`src/rtl/dmem_ctrl_pkg.sv`:
```
// Shared encodings for the data-memory access controller: access sizes, FSM states, latched request.
// Also holds the access legality check used at request acceptance.
package dmem_ctrl_pkg;

  localparam int DMEM_WORDS = 64;

  typedef enum logic [1:0] {
    SZ_B = 2'b00,
    SZ_H = 2'b01,
    SZ_W = 2'b10,
    SZ_X = 2'b11
  } size_e;

  typedef enum logic [1:0] {
    ST_IDLE = 2'b00,
    ST_RD   = 2'b01,
    ST_WR   = 2'b10,
    ST_RESP = 2'b11
  } state_e;

  typedef struct packed {
    logic        port;
    logic        we;
    size_e       size;
    logic        uns;
    logic [31:0] addr;
    logic [31:0] wdata;
  } acc_t;

  function automatic logic access_bad(input size_e size, input logic [31:0] addr,
                                      input int mem_words);
    logic bad;
    bad = (size == SZ_X)
        | ((size == SZ_H) & addr[0])
        | ((size == SZ_W) & (addr[1:0] != 2'b00))
        | ({2'b00, addr[31:2]} >= 32'(mem_words));
    return bad;
  endfunction

endpackage

```
`src/rtl/mem_lane_align.sv`:
```
// Combinational byte-lane steering: extracts/extends sub-word loads and merges sub-word stores
// into the current memory word (little-endian lanes).
module mem_lane_align
  import dmem_ctrl_pkg::*;
(
  input  size_e       size,
  input  logic [1:0]  off,
  input  logic        uns,
  input  logic [31:0] mem_word,
  input  logic [31:0] wdata,
  output logic [31:0] load_data,
  output logic [31:0] store_word
);

  logic [7:0]  byte_sel;
  logic [15:0] half_sel;

  always_comb begin
    byte_sel = mem_word[7:0];
    case (off)
      2'd1:    byte_sel = mem_word[15:8];
      2'd2:    byte_sel = mem_word[23:16];
      2'd3:    byte_sel = mem_word[31:24];
      default: byte_sel = mem_word[7:0];
    endcase
    half_sel = off[1] ? mem_word[31:16] : mem_word[15:0];
  end

  always_comb begin
    load_data = mem_word;
    case (size)
      SZ_B:    load_data = uns ? {24'h0, byte_sel} : {{24{byte_sel[7]}}, byte_sel};
      SZ_H:    load_data = uns ? {16'h0, half_sel} : {{16{half_sel[15]}}, half_sel};
      default: load_data = mem_word;
    endcase
  end

  always_comb begin
    store_word = mem_word;
    case (size)
      SZ_B: begin
        case (off)
          2'd0:    store_word[7:0]   = wdata[7:0];
          2'd1:    store_word[15:8]  = wdata[7:0];
          2'd2:    store_word[23:16] = wdata[7:0];
          default: store_word[31:24] = wdata[7:0];
        endcase
      end
      SZ_H: begin
        if (off[1]) store_word[31:16] = wdata[15:0];
        else        store_word[15:0]  = wdata[15:0];
      end
      default: store_word = wdata;
    endcase
  end

endmodule

```
`src/rtl/dmem_access_ctrl.sv`:
```
// Two-port round-robin sequencer in front of a single-port async-read data memory.
// gnt after 2 cycles (load, word store), 3 (sub-word store, read-modify-write) or 1 (rejected).
module dmem_access_ctrl
  import dmem_ctrl_pkg::*;
#(
  parameter int MEM_WORDS = DMEM_WORDS
) (
  input  logic        clk,
  input  logic        rst,
  input  logic        req0,
  input  logic        req1,
  input  logic        we0,
  input  logic        we1,
  input  logic [1:0]  size0,
  input  logic [1:0]  size1,
  input  logic        uns0,
  input  logic        uns1,
  input  logic [31:0] addr0,
  input  logic [31:0] addr1,
  input  logic [31:0] wdata0,
  input  logic [31:0] wdata1,
  output logic        gnt0,
  output logic        gnt1,
  output logic [31:0] rdata,
  output logic        err,
  output logic        busy,
  output logic [31:0] mem_addr,
  output logic [31:0] mem_wdata,
  output logic        mem_we,
  input  logic [31:0] mem_rdata
);

  state_e      state_q, state_d;
  logic        rr_last_q, rr_last_d;
  acc_t        acc_q, acc_d;
  logic [31:0] word_q, word_d;
  logic [31:0] rdata_q, rdata_d;
  logic        err_q, err_d;
  logic        gnt0_q, gnt0_d;
  logic        gnt1_q, gnt1_d;

  logic        sel1;
  acc_t        cand;
  logic [31:0] load_data;
  logic [31:0] store_word;

  // On contention, serve the port that was not served last.
  always_comb begin
    sel1       = req1 & (~req0 | ~rr_last_q);
    cand.port  = sel1;
    cand.we    = sel1 ? we1 : we0;
    cand.size  = size_e'(sel1 ? size1 : size0);
    cand.uns   = sel1 ? uns1 : uns0;
    cand.addr  = sel1 ? addr1 : addr0;
    cand.wdata = sel1 ? wdata1 : wdata0;
  end

  mem_lane_align u_align (
    .size      (acc_q.size),
    .off       (acc_q.addr[1:0]),
    .uns       (acc_q.uns),
    .mem_word  (mem_rdata),
    .wdata     (acc_q.wdata),
    .load_data (load_data),
    .store_word(store_word)
  );

  always_comb begin
    state_d   = state_q;
    rr_last_d = rr_last_q;
    acc_d     = acc_q;
    word_d    = word_q;
    rdata_d   = rdata_q;
    err_d     = err_q;
    case (state_q)
      ST_IDLE: begin
        if (req0 | req1) begin
          acc_d     = cand;
          rr_last_d = sel1;
          rdata_d   = 32'h0;
          err_d     = 1'b0;
          word_d    = cand.wdata;
          if (access_bad(cand.size, cand.addr, MEM_WORDS)) begin
            err_d   = 1'b1;
            state_d = ST_RESP;
          end else if (!cand.we) begin
            state_d = ST_RD;
          end else if (cand.size == SZ_W) begin
            state_d = ST_WR;
          end else begin
            state_d = ST_RD;
          end
        end
      end
      ST_RD: begin
        if (acc_q.we) begin
          word_d  = store_word;
          state_d = ST_WR;
        end else begin
          word_d  = mem_rdata;
          rdata_d = load_data;
          state_d = ST_RESP;
        end
      end
      ST_WR:   state_d = ST_RESP;
      default: state_d = ST_IDLE;
    endcase
    // gnt is registered so it lines up exactly with the RESP cycle.
    gnt0_d = (state_d == ST_RESP) & ~acc_d.port;
    gnt1_d = (state_d == ST_RESP) &  acc_d.port;
  end

  always_ff @(posedge clk) begin
    if (rst) begin
      state_q   <= ST_IDLE;
      rr_last_q <= 1'b1;
      acc_q     <= '0;
      word_q    <= 32'h0;
      rdata_q   <= 32'h0;
      err_q     <= 1'b0;
      gnt0_q    <= 1'b0;
      gnt1_q    <= 1'b0;
    end else begin
      state_q   <= state_d;
      rr_last_q <= rr_last_d;
      acc_q     <= acc_d;
      word_q    <= word_d;
      rdata_q   <= rdata_d;
      err_q     <= err_d;
      gnt0_q    <= gnt0_d;
      gnt1_q    <= gnt1_d;
    end
  end

  assign gnt0      = gnt0_q;
  assign gnt1      = gnt1_q;
  assign rdata     = rdata_q;
  assign err       = err_q;
  assign busy      = (state_q != ST_IDLE);
  assign mem_addr  = {acc_q.addr[31:2], 2'b00};
  assign mem_wdata = word_q;
  // Gated by rst so a reset landing mid-store never commits a partial write.
  assign mem_we    = (state_q == ST_WR) & ~rst;

endmodule
```
`config.mk`:
```
export PLATFORM = sky130hd
export DESIGN_NAME = dmem_access_ctrl
export DESIGN_NICKNAME = d
export VERILOG_FILES = /design/src/rtl/dmem_ctrl_pkg.sv /design/src/rtl/mem_lane_align.sv /design/src/rtl/dmem_access_ctrl.sv
export SDC_FILE = /design/constraint.sdc
export NUM_CORES = 1
export LEC_CHECK = 0
export ABC_AREA = 1
export CORE_MARGIN = 4
export CORE_UTILIZATION = 42
export CTS_CLUSTER_SIZE = 14
export DETAILED_ROUTE_END_ITERATION = 10
export PLACE_DENSITY = 0.75
export SYNTH_ARGS = -nofsm -noshare
export SYNTH_HDL_FRONTEND = slang
export SYNTH_SLANG_ARGS = --single-unit
```
`constraint.sdc`:
```
create_clock -name clk -period 1.8 [get_ports clk]
set_input_delay 0.36 -clock clk [delete_from_list [all_inputs] [get_ports clk]]
set_output_delay 0.36 -clock clk [all_outputs]
set_load 0.02 [all_outputs]
```
==> flow_summary_export.csv <==
group,metric,value,unit
final_layout,layout.nets,1622,
synth,yosysWarnings,0,
route,vias,9379,
worst_setup_path,crit_path_end,"mem_wdata[7]",
worst_setup_path,critPathArrivalTime,1.43,ns
cts,cts-root-buf,"clkbuf_16",
route,viasPerCell,5.56,
run,drv_cap,0,
outcome,status,"complete, no violations",
grt,grt_pass1_wl,47200,um
place,portBuffers,270,
synth,synth_top_cell_by_area,"dfxtp_1",
synth,synth.top_cell.area_share,35.2,%
die,core_area,18200,um^2
grt,grt_pass1_vias,8928,
grt,grt_max_degree,83,
cts,worstSkewPairLatency,0.43,ns
route,wl_per_cell,18.2,um
timing,rsz0062_at_grt,"yes",
power_and_ir_drop,irDropWorstVdd,933,uV
worst_setup_path,cp_slowest_cell,"clkdlybuf4s50_1",
synth,netlist_area,7910,um^2
synth,ys_seq_area_share,35.2,%
final_layout,area.growth.synth_to_final,55.0,%
die,die_x,145,um
worst_setup_path,r2r-start,"rr_last_q",
die,io_pins,273,
route,drt-total-wl,30700,um
place,placed_cells,1649,
synth,syn_area_per_cell,6.99,um^2
synth,ys_types,42,
worst_hold_path,hp-class,"reg2reg",
cts,htree_levels,4,
final_layout,design_area,12300,um^2
synth,ys.flop_type,"dfxtp_1",
timing,fin_skew,0.00955,ns
cts,cts_buffers,17,
route,drt_drc_violations_left,0,
route,first_pass_iters,5,
cts,path_clk_slew,0.06,ns
place,place_hpwl,22900,um
synth,synth-seq-cells,139,
place,dp_slack,-0.490,ns
timing,max_freq,558,MHz
route,ant_nets,0,
worst_hold_path,hp-start,"err",
place,place_area,11400,um^2
worst_setup_path,cpLargestDelayFamily,"buffers and inverters",
timing,fin_ws,0.00936,ns
die,dieArea,21100,um^2
synth,synth-edff-count,0,
synth,synthArstFlopShare,0,%
cts,cts_tree,"yes",
grt,grt_overflow_total,0,
synth,synth_area_leaders,"dfxtp_1 (35%), nand2_1 (10%), o21ai_0 (10%)",
timing,min_period_over_period,99.5,%
worst_setup_path,rrSetupSlack,0.06,ns
worst_setup_path,start_kind,"flop",
final_layout,finalNonFillerCells,1688,
timing,drv_slew,0,
worst_setup_path,crit-reg2reg-capture,"mem_wdata[25]",
worst_setup_path,startpoint,"mem_wdata[7]",
cts,clock_sinks,139,
worst_setup_path,crit_buf_inv,1,
timing,holdWs,0.473,ns
worst_setup_path,cp_num_cells,1,
die,std_cell_rows,49,
worst_setup_path,path_class,"reg2out",
worst_setup_path,slowest_delay,0.63,ns
power_and_ir_drop,p_leak,5.37,nW
final_layout,drive_gt1_share,16.0,%
final_layout,num_antenna_cells,0,
grt,antenna_found_initial,2,
worst_setup_path,crit_path_cell_trace,"clkdlybuf4s50_1",
grt,grt_usage,27.4,%
die,die_h,145,um
timing,setup_viol,0,
cts,cts_hold_buf,0,
power_and_ir_drop,power_density,1690,nW/um^2
place,gp_routability_congestion,0.969,
timing,hold_violations,0,
cts,cts_buffer_depth,2,
worst_setup_path,required,1.44,ns
die,start_util,43.4,%
worst_setup_path,crit_path_end_kind,"output port",
worst_setup_path,rr_worst_depth,9,
synth,netlist_instances,1132,
route,dr.first_iter.drc_count,930,
worst_setup_path,worst-path-max-fanout,2,
timing,period_needed,1.79,ns
layout make-up:
type | count | area, um^2
inverter | 88 | 334
tap | 229 | 287
sequential | 139 | 2790
fill | 1528 | 5950
timing repair buffer | 413 | 4030
multi-input combinational | 787 | 4210
clock buffer | 20 | 467
clock inverter | 12 | 145
power breakdown:
group          internal (W)  switching [W]  total (W)  leakage (nW)
sequential          0.00448       0.000927    0.00541          1.15
clock               0.00228        0.00138    0.00366         0.305
combinational       0.00502        0.00658     0.0116          3.92
placed cells by master, fill, tap and decap left out, types with 3 or more instances in the layout:
| cell type | synthesis | final |
|---|---|---|
| buf_4 | 38 | 122 |
| o311ai_0 | 3 | 3 |
| nand2_2 | 6 | 9 |
| or2_2 | 5 | 5 |
| o21ai_0 | 163 | 163 |
| dfxtp_2 | 0 | 3 |
| nand3b_1 | 25 | 25 |
| inv_1 | 74 | 69 |
| o221ai_1 | 7 | 6 |
| o211ai_1 | 32 | 32 |
| a32oi_1 | 3 | 3 |
| nor2_1 | 56 | 51 |
| clkdlybuf4s50_1 | 0 | 250 |
| mux2i_1 | 18 | 17 |
| buf_12 | 0 | 12 |
| dfxtp_1 | 139 | 135 |
| o22ai_1 | 16 | 16 |
| inv_2 | 12 | 16 |
| dlygate4sd2_1 | 0 | 3 |
| clkbuf_8 | 0 | 3 |
| buf_6 | 7 | 7 |
| a211oi_1 | 5 | 5 |
| a31oi_1 | 64 | 64 |
| dlymetal6s2s_1 | 0 | 15 |
| bufinv_16 | 0 | 3 |
| nand2_1 | 218 | 214 |
| nand3_1 | 18 | 18 |
| nor2_2 | 1 | 6 |
| o21ai_1 | 5 | 4 |
| or2_1 | 13 | 13 |
| a21oi_1 | 110 | 110 |
| clkinv_2 | 1 | 7 |
| clkbuf_16 | 0 | 20 |
synthesized netlist by cell type, drive strengths merged, types with 2 or more instances:
cell / count
a32oi: 3
nor2: 58
o211ai: 33
clkinv: 2
ha: 4
inv: 86
nand3b: 25
nand3: 20
mux2i: 18
o311ai: 3
o21ai: 169
or2: 18
nand4: 2
a31oi: 64
clkbuf: 53
o2111ai: 2
a211oi: 5
o221ai: 7
buf: 66
dfxtp: 139
nand2: 225
o22ai: 16
a21oi: 110
worst min-delay path: cells and delay by family, from the launching register on:
family,cells,cell delay [ns]
DFF,1,0.31
and+or+nand+nor,1,0.06
AOI/OAI and AO/OA,1,0.06
logic make-up after synthesis:
logic type / Yosys count / share of synthesized area, %
compound gates: 413 / 29.7
simple gates: 350 / 19.5
buf+inv: 207 / 12.6
flops: 139 / 35.2
mux: 18 / 2.28
fa+ha+maj: 4 / 0.633
other cells: 1 / 0.0474
through the flow:
stage / power (W) / util [%] / TNS, ns
final: 0.0207 / 67.3 / 0
after global routing: 0.0218 / 67.3 / -0.109
after CTS: 0.0203 / 66.0 / 0
after detailed placement: 0.0166 / 62.7 / -36.80
after global placement: 0.0164 / 62.7 / -32.11
after floorplan: 0.0118 / - / 0
repair_timing:
item | CTS | global route
buffers inserted | 1 | 3
pin swaps | 0 | 7
gates resized for setup | 14 | 48
gates cloned | 0 | 3
endpoints found under the setup margin | 11 | 79
routing by layer:
metal  track usage, %  part of all wire (%)  up-vias
li1                 -                     -     4497
met1             33.6                    39     4212
met2             44.9                    47      571
met3             8.29                    10       95
met4             11.1                   3.8        4
met5                0                 0.068        -
registers in the layout, summed over array words and instances, names as in the netlist:
register	flops
err	1
mem_wdata	32
gnt0	1
rdata	32
state_q	2
gnt1	1
acc_q	39
rr_last_q	1
mem_addr	30
worst min path at each step:
stage / endpoint / slack (ns) / cells after the start
global placement: err / 0.48 / 2
detailed placement: err / 0.47 / 2
finish: err / 0.47 / 2
floorplan: acc_q[68] / 0.44 / 1
global route: err / 0.50 / 2
CTS: err / 0.48 / 2
No activity file was read; power rests on OpenSTA's default activity.
